`src/rtl/fetch_pkg.sv`:
```
// Shared types and constants for the instruction-fetch front end.
package fetch_pkg;

   localparam int unsigned XLEN = 32;
   localparam logic [XLEN-1:0] PC_STEP = 32'd4;
   localparam logic [XLEN-1:0] DEFAULT_RESET_PC = 32'h0000_0000;

   typedef enum logic [1:0] {
      IDLE,
      REQ,
      HELD,
      DRAIN
   } fetch_state_e;

endpackage

```
`src/rtl/fetch_unit_if.sv`:
```
// Instruction-memory req/ack bus between the fetch unit (master) and memory (slave).
interface fetch_unit_if;
   import fetch_pkg::*;

   logic            imem_req;
   logic [XLEN-1:0] imem_addr;
   logic            imem_ack;
   logic [XLEN-1:0] imem_rdata;

   modport master (
      output imem_req,
      output imem_addr,
      input  imem_ack,
      input  imem_rdata
   );

   modport slave (
      input  imem_req,
      input  imem_addr,
      output imem_ack,
      output imem_rdata
   );

endinterface

```
`src/rtl/fetch_skid.sv`:
```
// One-entry instruction buffer: holds a word that arrived while downstream was stalled.
module fetch_skid
   import fetch_pkg::*;
(
   input  logic            clk_i,
   input  logic            rst_ni,
   input  logic            load_i,
   input  logic            drop_i,
   input  logic [XLEN-1:0] data_i,
   output logic [XLEN-1:0] data_o
);

   logic [XLEN-1:0] data_q;

   // Buffer register: drop clears, load captures, otherwise hold.
   always_ff @(posedge clk_i or negedge rst_ni) begin
      if (!rst_ni) begin
         data_q <= '0;
      end else if (drop_i) begin
         data_q <= '0;
      end else if (load_i) begin
         data_q <= data_i;
      end
   end

   assign data_o = data_q;

endmodule

```
`src/rtl/fetch_unit.sv`:
```
// Instruction-fetch front end: fetch PC, imem req/ack sequencing, stall skid and
// redirect handling. Optional macro FETCH_MISALIGN_TRAP_EN enables the sticky
// misaligned-redirect trap; otherwise redirect targets are word-aligned by force.
module fetch_unit
   import fetch_pkg::*;
#(
   parameter logic [XLEN-1:0] RESET_PC = DEFAULT_RESET_PC
) (
   input  logic            CLK,
   input  logic            reset,
   input  logic            stallF,
   input  logic            redirectE,
   input  logic [XLEN-1:0] PCTargetE,
   fetch_unit_if.master    imem,
   output logic [XLEN-1:0] insF,
   output logic [XLEN-1:0] PCF,
   output logic [XLEN-1:0] PCPlus4F,
   output logic            validF,
   output logic            misalignF
);

   fetch_state_e    state_q, state_d;
   logic [XLEN-1:0] pc_q, pc_d;
   logic [XLEN-1:0] stale_q, stale_d;   // address of the request being drained
   logic [XLEN-1:0] ins_q, ins_d;
   logic [XLEN-1:0] pcf_q, pcf_d;
   logic [XLEN-1:0] pcp4_q, pcp4_d;
   logic            valid_q, valid_d;
   logic            misalign_q, misalign_d;

   logic            req;
   logic [XLEN-1:0] addr;
   logic            ack;
   logic [XLEN-1:0] pc_next, pc_prev;
   logic [XLEN-1:0] target;
   logic            target_misalign;
   logic            skid_load, skid_drop;
   logic [XLEN-1:0] skid_data;

`ifdef FETCH_MISALIGN_TRAP_EN
   assign target          = PCTargetE;
   assign target_misalign = |PCTargetE[1:0];
`else
   assign target          = PCTargetE & 32'hFFFF_FFFC;
   assign target_misalign = 1'b0;
`endif

   assign pc_next = pc_q + PC_STEP;
   assign pc_prev = pc_q - PC_STEP;

   fetch_skid u_skid (
      .clk_i  (CLK),
      .rst_ni (reset),
      .load_i (skid_load),
      .drop_i (skid_drop),
      .data_i (imem.imem_rdata),
      .data_o (skid_data)
   );

   // Request decode: DRAIN keeps the stale request alive until its ack arrives.
   always_comb begin
      req  = 1'b0;
      addr = pc_q;
      unique case (state_q)
         REQ:   req = !misalign_q;
         DRAIN: begin
            req  = 1'b1;
            addr = stale_q;
         end
         default: req = 1'b0;
      endcase
   end

   // An ack only counts while a request is actually up.
   assign ack = imem.imem_ack && req;

   // Next-state logic: redirect beats everything, including stall.
   always_comb begin
      state_d    = state_q;
      pc_d       = pc_q;
      stale_d    = stale_q;
      ins_d      = ins_q;
      pcf_d      = pcf_q;
      pcp4_d     = pcp4_q;
      valid_d    = valid_q;
      misalign_d = misalign_q;
      skid_load  = 1'b0;
      skid_drop  = 1'b0;

      if (redirectE) begin
         pc_d       = target;
         valid_d    = 1'b0;
         misalign_d = target_misalign;
         skid_drop  = 1'b1;
         unique case (state_q)
            REQ: begin
               stale_d = pc_q;
               state_d = (req && !ack) ? DRAIN : REQ;
            end
            DRAIN:   state_d = ack ? REQ : DRAIN;
            default: state_d = REQ;
         endcase
      end else begin
         unique case (state_q)
            IDLE: state_d = REQ;
            REQ: begin
               if (ack) begin
                  pc_d = pc_next;
                  if (!valid_q || !stallF) begin
                     ins_d   = imem.imem_rdata;
                     pcf_d   = pc_q;
                     pcp4_d  = pc_next;
                     valid_d = 1'b1;
                  end else begin
                     skid_load = 1'b1;
                     state_d   = HELD;
                  end
               end else if (!stallF) begin
                  valid_d = 1'b0;
               end
            end
            HELD: begin
               if (!stallF) begin
                  ins_d     = skid_data;
                  pcf_d     = pc_prev;
                  pcp4_d    = pc_q;
                  valid_d   = 1'b1;
                  skid_drop = 1'b1;
                  state_d   = REQ;
               end
            end
            DRAIN: begin
               if (ack) begin
                  state_d = REQ;
               end
            end
            default: state_d = IDLE;
         endcase
      end
   end

   // State and output registers.
   always_ff @(posedge CLK or negedge reset) begin
      if (!reset) begin
         state_q    <= IDLE;
         pc_q       <= RESET_PC;
         stale_q    <= '0;
         ins_q      <= '0;
         pcf_q      <= '0;
         pcp4_q     <= '0;
         valid_q    <= 1'b0;
         misalign_q <= 1'b0;
      end else begin
         state_q    <= state_d;
         pc_q       <= pc_d;
         stale_q    <= stale_d;
         ins_q      <= ins_d;
         pcf_q      <= pcf_d;
         pcp4_q     <= pcp4_d;
         valid_q    <= valid_d;
         misalign_q <= misalign_d;
      end
   end

   assign imem.imem_req  = req;
   assign imem.imem_addr = addr;
   assign insF           = ins_q;
   assign PCF            = pcf_q;
   assign PCPlus4F       = pcp4_q;
   assign validF         = valid_q;
   assign misalignF      = misalign_q;

endmodule

```
`src/flat_wrapper.sv`:
```
// flat-port wrapper written by rule: the top's interface ports become plain ports
module fetch_unit_flat import fetch_pkg::*;
#(
   parameter logic [XLEN-1:0] RESET_PC = DEFAULT_RESET_PC
)
  (CLK, reset, stallF, redirectE, PCTargetE, insF, PCF, PCPlus4F, validF, misalignF, imem_imem_req, imem_imem_addr, imem_imem_ack, imem_imem_rdata);
  fetch_unit_if imem_i ();
  input  logic CLK;
  input  logic reset;
  input  logic stallF;
  input  logic redirectE;
  input  logic [XLEN-1:0] PCTargetE;
  output logic [XLEN-1:0] insF;
  output logic [XLEN-1:0] PCF;
  output logic [XLEN-1:0] PCPlus4F;
  output logic validF;
  output logic misalignF;
  output wire logic [$bits(imem_i.imem_req)-1:0] imem_imem_req;
  output wire logic [$bits(imem_i.imem_addr)-1:0] imem_imem_addr;
  input wire logic [$bits(imem_i.imem_ack)-1:0] imem_imem_ack;
  input wire logic [$bits(imem_i.imem_rdata)-1:0] imem_imem_rdata;
  assign imem_imem_req = imem_i.imem_req;
  assign imem_imem_addr = imem_i.imem_addr;
  assign imem_i.imem_ack = imem_imem_ack;
  assign imem_i.imem_rdata = imem_imem_rdata;
  fetch_unit #(.RESET_PC(RESET_PC)) u_core (.CLK(CLK), .reset(reset), .stallF(stallF), .redirectE(redirectE), .PCTargetE(PCTargetE), .imem(imem_i), .insF(insF), .PCF(PCF), .PCPlus4F(PCPlus4F), .validF(validF), .misalignF(misalignF));
endmodule
```
`config.mk`:
```
export PLATFORM = sky130hd
export DESIGN_NAME = fetch_unit_flat
export DESIGN_NICKNAME = d
export VERILOG_FILES = /design/src/rtl/fetch_pkg.sv /design/src/rtl/fetch_unit_if.sv /design/src/rtl/fetch_skid.sv /design/src/rtl/fetch_unit.sv /design/src/flat_wrapper.sv
export SDC_FILE = /design/constraint.sdc
export NUM_CORES = 1
export LEC_CHECK = 0
export ABC_AREA = 1
export CAP_MARGIN = 20
export CORE_MARGIN = 2
export CORE_UTILIZATION = 50
export DETAILED_ROUTE_END_ITERATION = 6
export PLACE_DENSITY = 0.78
export SKIP_CTS_REPAIR_TIMING = 1
export SLEW_MARGIN = 30
export SYNTH_ARGS = -nofsm -noshare
export SYNTH_HDL_FRONTEND = slang
export SYNTH_HIERARCHICAL = 1
export SYNTH_SLANG_ARGS = --single-unit
```
`constraint.sdc`:
```
create_clock -name CLK -period 3 [get_ports CLK]
set_clock_uncertainty 0.15 [all_clocks]
set_input_delay 0.6 -clock CLK [delete_from_list [all_inputs] [get_ports CLK]]
set_output_delay 0.6 -clock CLK [all_outputs]
set_load 0.02 [all_outputs]
```
# After elaboration in Yosys (flattened, before gate mapping)
# Cells that the tools add are included.
# totals
register_bits	195
# op_classes
n_mux	41
n_eq_ne	12
reduce_logical	18
bitwise_logic	1
addsub	2
# ops
operator	count
2-to-1 mux 32 bit	15
case mux 32 bit (2 select lines)	3
adder 32 x 3 -> 32 bit, second input constant	1
subtractor 32 x 3 -> 32 bit, second input constant	1
2-to-1 mux 2 bit	7
2-to-1 mux 1 bit	13
case mux 2 bit (4 select lines)	1
AND reduction 4 bit	2
nonzero test 2 bit	4
inequality test 3 x 2 -> 1 bit, second input constant	2
inequality test 3 bit, second input constant	2
AND reduction 5 bit	1
== test 2 bit, second input constant	2
inequality test 2 x 1 -> 1 bit, second input constant	2
inequality test 4 x 3 -> 1 bit, second input constant	1
inequality test 4 bit, second input constant	1
case mux 2 bit (2 select lines)	1
AND reduction 2 bit	2
zero test 1 bit	3
nonzero test 3 bit	1
== test 2 x 1 -> 1 bit, second input constant	1
logical AND 1 bit	2
zero test 2 bit	1
inequality test 2 bit, second input constant	1
4 further kinds	4

# Logic depth before layout (Yosys ltp)
# Gate-level depths: netlist of the first run.
# logic_depth
word_depth	9
depth_mapped	12

# By module
# The synthesis of the first run kept the hierarchy.
# by_module_without_submodules
module	area_per_inst_um2	instances	cells_each
fetch_unit	8640.8	1	1165
fetch_skid	1351.3	1	140

# Worst setup path before layout of the first run
# OpenSTA, ideal clock, no wires.
# synth_timing
path_type	reg-to-reg
from	reg u_core.state_q[0]
to	reg u_core.u_skid.data_q[19], in the netlist u_core/u_skid/data_o[19]
setup_time_ns	0.116
required_time_ns	2.734
path_stages_with_launch	11
arrival_ns	2.015
setup_slack_ns	0.719
path_cell_list	dfrtp_1 > inv_1 > ha_1 > inv_1 > buf_2 > buf_2 > o21ai_0 > inv_2 > buf_6 > nand3_1 > nand2_1
# synth_between
elab_cells_between_ends	13
classes_between	3 x eq/ne; 7 x mux; 3 x reduce/logical
# synth_lines
item	line_no	text
start: declaration	fetch_unit.sv:22	fetch_state_e state_q, state_d;
start signal: assignment	fetch_unit.sv:154	state_q <= state_d;
== test 2 bit *	fetch_unit.sv:104	unique case (state_q)
2-to-1 mux 1 bit *	fetch_unit.sv:104	
2-to-1 mux 1 bit *	fetch_unit.sv:90	if (redirectE) begin
net u_core.skid_drop	fetch_unit.sv:37	logic skid_load, skid_drop;
2-to-1 mux 32 bit / nonzero test 2 bit (equally long branches)	n/a	
end signal: assignment	fetch_skid.sv:22	data_q <= data_i;
end: declaration	fetch_skid.sv:13	logic [XLEN-1:0] data_q;
# The timed path passes the listed nets; every way through them passes the cells marked *.
# A chain may end at the register's enable or synchronous reset.

# Final worst setup path of the first run
# layout_timing
from	reg u_core.state_q[0]
to	out imem_imem_addr[31]
# layout_between
elab_chain_cells	2
# layout_rtl
item	line_no	text
== test 2 bit	fetch_unit.sv:64	unique case (state_q)
2-to-1 mux 32 bit	fetch_unit.sv:64	
end: declaration	flat_wrapper.sv:19	output wire logic [$bits(imem_i.imem_addr)-1:0] imem_imem_addr;
# Every way passes these cells.

==> flow_metrics.tcl, run 1 <==
set metrics [dict create \
    synth_cell_types 37 \
    routed_wl_um 29900 \
    dp.cells 1706 \
    grt_max_degree 108 \
    ctsRootBufferMaster "clkbuf_16" \
    synth_common_cells "nand2_1, dfrtp_1, nor2_1, nand3_1, o21ai_0" \
    cts_sinks 187 \
    ys_seq_area_frac 0.468 \
    period_share 0.980 \
    r2r-start "u_core/state_q[0]$_DFFE_PN0P_" \
    clockBufferDepth 2 \
    io_pins 200 \
    drc 0 \
    grt_pass1_wl_um 48100 \
    max_cap_viol_count 0 \
    worstMarginPinSlew_ps 734 \
    io_buffers 190 \
    setup.worst_path.end_class "output pin" \
    slew_headroom 0.505 \
    setup-tns-final_ps 0 \
    synthArstFlopShare 1.00 \
    die_y_um 145 \
    drv_slew 0 \
    hold_viol 0 \
    grt_usage 0.283 \
    rsz0062_at_grt "no" \
    postRouteAntennaNets 0 \
    initial_utilization 0.512 \
    firstDrtPassIters 5 \
    setup_viol 0 \
    row_count 51 \
    nFillCells 1674 \
    grt_pass1_vias 9014 \
    syn_inst 1305 \
    yosysMostFrequentCell "nand2_1" \
    die_area_um2 21100 \
    pwr-share-clk 0.182 \
    cts_tree "built" \
    hp-class "input port to async pin" \
    hold_ws_ps 29.9 \
    r2r_end "u_core/u_skid/data_o[2]$_DFFE_PN0P_" \
    first_iter_violations 845 \
    yosys-top-cells-area "dfrtp_1, nand2_1, nor2_1" \
    p_sw_uw 5390 \
    p_comb_frac 0.486 \
    grt_overflow 0 \
    crit_required_ps 2250 \
    fin_nets 1535 \
    synth-seq-cells 187 \
    die_x_um 145 \
    avgSynthCellArea_um2 7.66 \
    critPathArrivalTime_ps 2190 \
    slowest_delay_ps 680 \
    r2r_slack_ps 570 \
    n_antenna_cell 0 \
    worst-path-buf-inv 1 \
    vdd_drop_max_uv 473 \
    seqCellArea_um2 4680 \
    cp_top_family "buffers and inverters" \
    power.density_nw_per_um2 994 \
    ys.flop_type "dfrtp_1" \
    yosys_warnings 6 \
    area_growth_pct 27.2 \
    yosysTopAreaCell "dfrtp_1" \
    synth_edf_count 0 \
    final_cells 1739 \
    htreeDepth 4 \
    crit_slowest_cell "clkdlybuf4s50_1" \
    crit_path_cell_trace "ha_4 -> o21ai_0 -> clkdlybuf4s50_1" \
    cts.clk_slew.worst_paths_ps 70 \
    p_leak_uw 0.00590 \
    total_power_uw 12600 \
    reg2reg_depth 7 \
    swShare 0.426 \
    path_max_fanout 6 \
    max_freq_ghz 0.340 \
    core_area_um2 19500 \
    pwr-share-seq 0.332 \
    drive_above_1_share 0.0773 \
    via_per_inst 5.43 \
    wl_per_cell_um 17.2 \
    path_class "flip-flop to output pin" \
    multi_input_area_um2 4590 \
    period_needed_ps 2940 \
    cts_buffers 17 \
    dp_hpwl_um 20900 \
    internal-power_uw 7250 \
    outcome "finished, final reports clean" \
    clk-insertion-delay-late_ps 430 \
    synthDominantCellAreaShare 0.468 \
    startpoint_type "flip-flop" \
    mappedNetlistArea_um2 9990 \
    antenna_found_initial 0 \
    via_count 9441 \
    final_core_util 0.651 \
    routabilityCongestion 0.939 \
]
## power by group through the flow
stage | sequential [uW] | clock [uW] | combinational [uW]
after floorplan | 4660 | 0 | 2960
after global routing | 4310 | 2430 | 6660
after CTS | 4180 | 2330 | 6120
after global placement | 4190 | 0 | 5970
after detailed placement | 4200 | 0 | 6100
final | 4190 | 2300 | 6150
## how the worst max path moves through the flow
| stage | startpoint | end | slack (ps) | depth (start not counted) |
|---|---|---|---|---|
| floorplan | u_core/state_q[0]$_DFFE_PN0P_ | u_core/u_skid/data_o[19]$_DFFE_PN0P_ | 720 | 10 |
| global placement | redirectE | u_core/u_skid/data_o[25]$_DFFE_PN0P_ | 220 | 6 |
| detailed placement | redirectE | u_core/u_skid/data_o[5]$_DFFE_PN0P_ | 200 | 6 |
| CTS | u_core/state_q[0]$_DFFE_PN0P_ | imem_imem_addr[26] | -40 | 4 |
| global route | u_core/state_q[0]$_DFFE_PN0P_ | imem_imem_addr[27] | 20 | 5 |
| finish | u_core/state_q[0]$_DFFE_PN0P_ | imem_imem_addr[31] | 60 | 3 |
## area by class of cell
cell class,instances,share of cell area
Clock inverter,11,0.0106
Timing Repair Buffer,220,0.177
Clock buffer,21,0.0362
Inverter,69,0.0205
Multi-Input combinational cell,966,0.361
Tap cell,265,0.0261
Sequential cell,187,0.368
## cell usage in the layout (no fill, tap or decap), types with 5 or more instances in the layout
| cell | synthesis | routed |
|---|---|---|
| buf_12 | 0 | 6 |
| inv_2 | 8 | 9 |
| nor2_1 | 115 | 114 |
| inv_1 | 58 | 57 |
| a31oi_1 | 38 | 38 |
| nand4_1 | 20 | 20 |
| xor2_1 | 20 | 20 |
| conb_1 | 1 | 7 |
| nor3_1 | 5 | 5 |
| buf_4 | 14 | 23 |
| dfrtp_1 | 187 | 187 |
| clkdlybuf4s50_1 | 0 | 176 |
| nor2_2 | 7 | 7 |
| dlymetal6s2s_1 | 0 | 13 |
| nand2_1 | 456 | 456 |
| a21oi_1 | 42 | 42 |
| nand2_2 | 6 | 6 |
| clkbuf_16 | 0 | 18 |
| o211ai_1 | 20 | 20 |
| nand3_2 | 7 | 7 |
| nor2_4 | 12 | 13 |
| o221ai_1 | 6 | 6 |
| nand3_1 | 86 | 86 |
| o21a_1 | 6 | 6 |
| o21ai_0 | 73 | 73 |
| o21ai_1 | 23 | 23 |
## layer usage
layer	track usage	share of wire	vias to the layer above
li1	-	-	4556
met1	0.386	0.41	4419
met5	0	0	-
met3	0.0712	0.096	56
met4	0.103	0.029	0
met2	0.441	0.46	410
## cell families (layout without fill, tap and decap cells)
logic type	after synthesis	count (layout)	share of synthesized area
xor gates and xnor gates	20	20	0.0175
adders and majority gates	5	5	0.00626
other	1	7	0.000375
AOI/OAI and AO/OA	212	212	0.120
and+or+nand+nor	722	722	0.310
buffers and inverters	158	321	0.0766
DFF	187	187	0.468
## per-stage QoR
| stage | area [um^2] | setup WS (ps) |
|---|---|---|
| after global routing | 12700 | 19.6 |
| after floorplan | 10000 | 719 |
| after global placement | 12100 | 217 |
| after detailed placement | 12100 | 204 |
| after CTS | 12600 | -40.1 |
| final | 12700 | 60.8 |
## registers in the layout, indices dropped and copies added (netlist names)
| signal | cells |
|---|---|
| u_core/PCF | 30 |
| u_core/insF | 32 |
| u_core/state_q | 2 |
| u_core/pc_q | 30 |
| u_core/PCPlus4F | 30 |
| u_core/stale_q | 30 |
| u_core/validF | 1 |
| u_core/u_skid/data_o | 32 |
Note: power is estimated with default switching activity, not from simulation.
==> run 2, diff against run 1 <==
CORE_UTILIZATION = 40   (was 50)
PLACE_DENSITY = unset   (was 0.78)
==> run 2 against run 1 <==
  * Critical path depth is the same
  * Cell area grew 1.6%
  * Routed wire length grew 2.8%
  * Final cell count grew 4.0%
  * Sequential share of layout area shrank 0.57 points
  * Worst setup slack gained 16 ps
  * Count of clock-buffer cells in the layout shrank 4
  * Combinational power is essentially flat
  * Maximum frequency grew 0.54%
==> flow_metrics.tcl, run 2 (synthesis gave the netlist of run 1 again) <==
set metrics [dict create \
    dp.cells 1774 \
    grt_max_degree 80 \
    io_pins 200 \
    path_max_fanout 10 \
    hp-class "input port to async pin" \
    hold_viol 0 \
    reg2reg_depth 11 \
    firstDrtPassIters 5 \
    via_per_inst 5.17 \
    ctsRootBufferMaster "clkbuf_16" \
    p_comb_frac 0.484 \
    cts_sinks 187 \
    final_cells 1809 \
    first_iter_violations 739 \
    power.density_nw_per_um2 986 \
    area_growth_pct 29.3 \
    clockBufferDepth 2 \
    die_x_um 162 \
    nFillCells 2394 \
    critPathArrivalTime_ps 2170 \
    htreeDepth 4 \
    routed_wl_um 30800 \
    worst-path-buf-inv 1 \
    cts_tree "built" \
    crit_path_cell_trace "ha_4 -> o21ai_0 -> clkdlybuf4s50_1" \
    final_core_util 0.530 \
    grt_pass1_vias 8924 \
    path_class "flip-flop to output pin" \
    antenna_found_initial 2 \
    worstMarginPinSlew_ps 711 \
    grt_overflow 0 \
    grt_usage 0.238 \
    row_count 57 \
    setup_viol 0 \
    slew_headroom 0.521 \
    vdd_drop_max_uv 445 \
    drive_above_1_share 0.0843 \
    max_freq_ghz 0.342 \
    final_common_cell "nand2_1" \
    setup_slack_ps 76.6 \
    seqCellArea_um2 4680 \
    cts_buffers 17 \
    cp_top_family "buffers and inverters" \
    io_buffers 190 \
    dp_slack_ps 200 \
    initial_utilization 0.410 \
    die_area_um2 26300 \
    clk-insertion-delay-late_ps 430 \
    pwr-share-seq 0.325 \
    crit_required_ps 2250 \
    startpoint_type "flip-flop" \
    via_count 9360 \
    slowest_delay_ps 700 \
    setup.worst_path.end_class "output pin" \
    pwr-share-clk 0.191 \
    core_area_um2 24400 \
    internal-power_uw 7320 \
    setup-tns-final_ps 0 \
    cp.depth 3 \
    p_sw_uw 5420 \
    crit_slowest_cell "clkdlybuf4s50_1" \
    cts.clk_slew.worst_paths_ps 80 \
    routabilityCongestion 0.897 \
    max_cap_viol_count 0 \
    period_needed_ps 2920 \
    multi_input_area_um2 4590 \
    outcome "finished, final reports clean" \
    p_leak_uw 0.00610 \
    period_share 0.974 \
    postRouteAntennaNets 0 \
    wl_per_cell_um 17.0 \
    fin_nets 1543 \
    die_y_um 162 \
    drc 0 \
    swShare 0.425 \
    drv_slew 0 \
    grt_pass1_wl_um 49000 \
    final_cell_mix "nand2_1, dfrtp_1, clkdlybuf4s50_1" \
    dp_hpwl_um 22200 \
]
## run 2: cell count changes in the layout (fill, tap and decap cells not counted), sizes merged, moves of 2 or more
| cell | change |
|---|---|
| diode | +3 |
| buf | +9 |
| inv | +5 |
| dlymetal6s2s | +11 |
| clkinvlp | -2 |
| clkdlybuf4s50 | -11 |
| clkbuf | -5 |
## run 2: worst paths after layout
kind,endpoint,slack [ps],startpoint
worst max-delay path,imem_imem_addr[31],80,u_core/state_q[1]$_DFFE_PN0P_
max in group asynchronous,u_core/insF[16]$_DFFE_PN0P_,1950,reset
min in group CLK,u_core/u_skid/data_o[5]$_DFFE_PN0P_,320,u_core/u_skid/data_o[5]$_DFFE_PN0P_
worst max register to register,u_core/PCF[26]$_DFFE_PN0P_,430,u_core/state_q[0]$_DFFE_PN0P_
worst min-delay path,u_core/PCF[25]$_DFFE_PN0P_,60,reset
worst min register to register,u_core/u_skid/data_o[5]$_DFFE_PN0P_,320,u_core/u_skid/data_o[5]$_DFFE_PN0P_
## run 2: area by class of cell
type                       instances  share of cell area
sequential                       187               0.362
multi-input combinational        966               0.355
timing repair buffer             228               0.182
clock buffer                      17              0.0329
tap                              324              0.0314
inverter                          69              0.0201
clock inverter                    15              0.0153
antenna                            3            0.000581
## run 2: routing by layer
layer / wire, um / track usage / vias to the layer above
met5: 0 / 0 / -
met4: 696 / 0.0692 / 0
met3: 2420 / 0.0610 / 43
met2: 14400 / 0.385 / 335
met1: 13200 / 0.316 / 4412
li1: - / - / 4570
## run 2: metrics by stage
stage	power, uW	hold WS [ps]	area (um^2)
floorplan	7620	154	10000
global placement	10300	305	12200
detailed placement	10400	308	12200
CTS	12900	72.1	12800
global route	13600	106	12900
finish	12700	63.1	12900
## run 2: power by group through the flow
| stage | Combinational, uW | Sequential, uW | Clock, uW |
|---|---|---|---|
| final | 6160 | 4140 | 2430 |
| after global routing | 6740 | 4260 | 2590 |
| after CTS | 6240 | 4140 | 2480 |
| after detailed placement | 6220 | 4170 | 0 |
| after global placement | 6160 | 4160 | 0 |
| after floorplan | 2960 | 4660 | 0 |
## run 2: worst register-to-register path: cells and delay by family, from the launching register on
kind | cells | cell delay (ps)
adder cells (fa/ha/maj) | 1 | 230
buffers and inverters | 3 | 530
flip-flops | 1 | 460
AND/OR/NAND/NOR | 7 | 1140
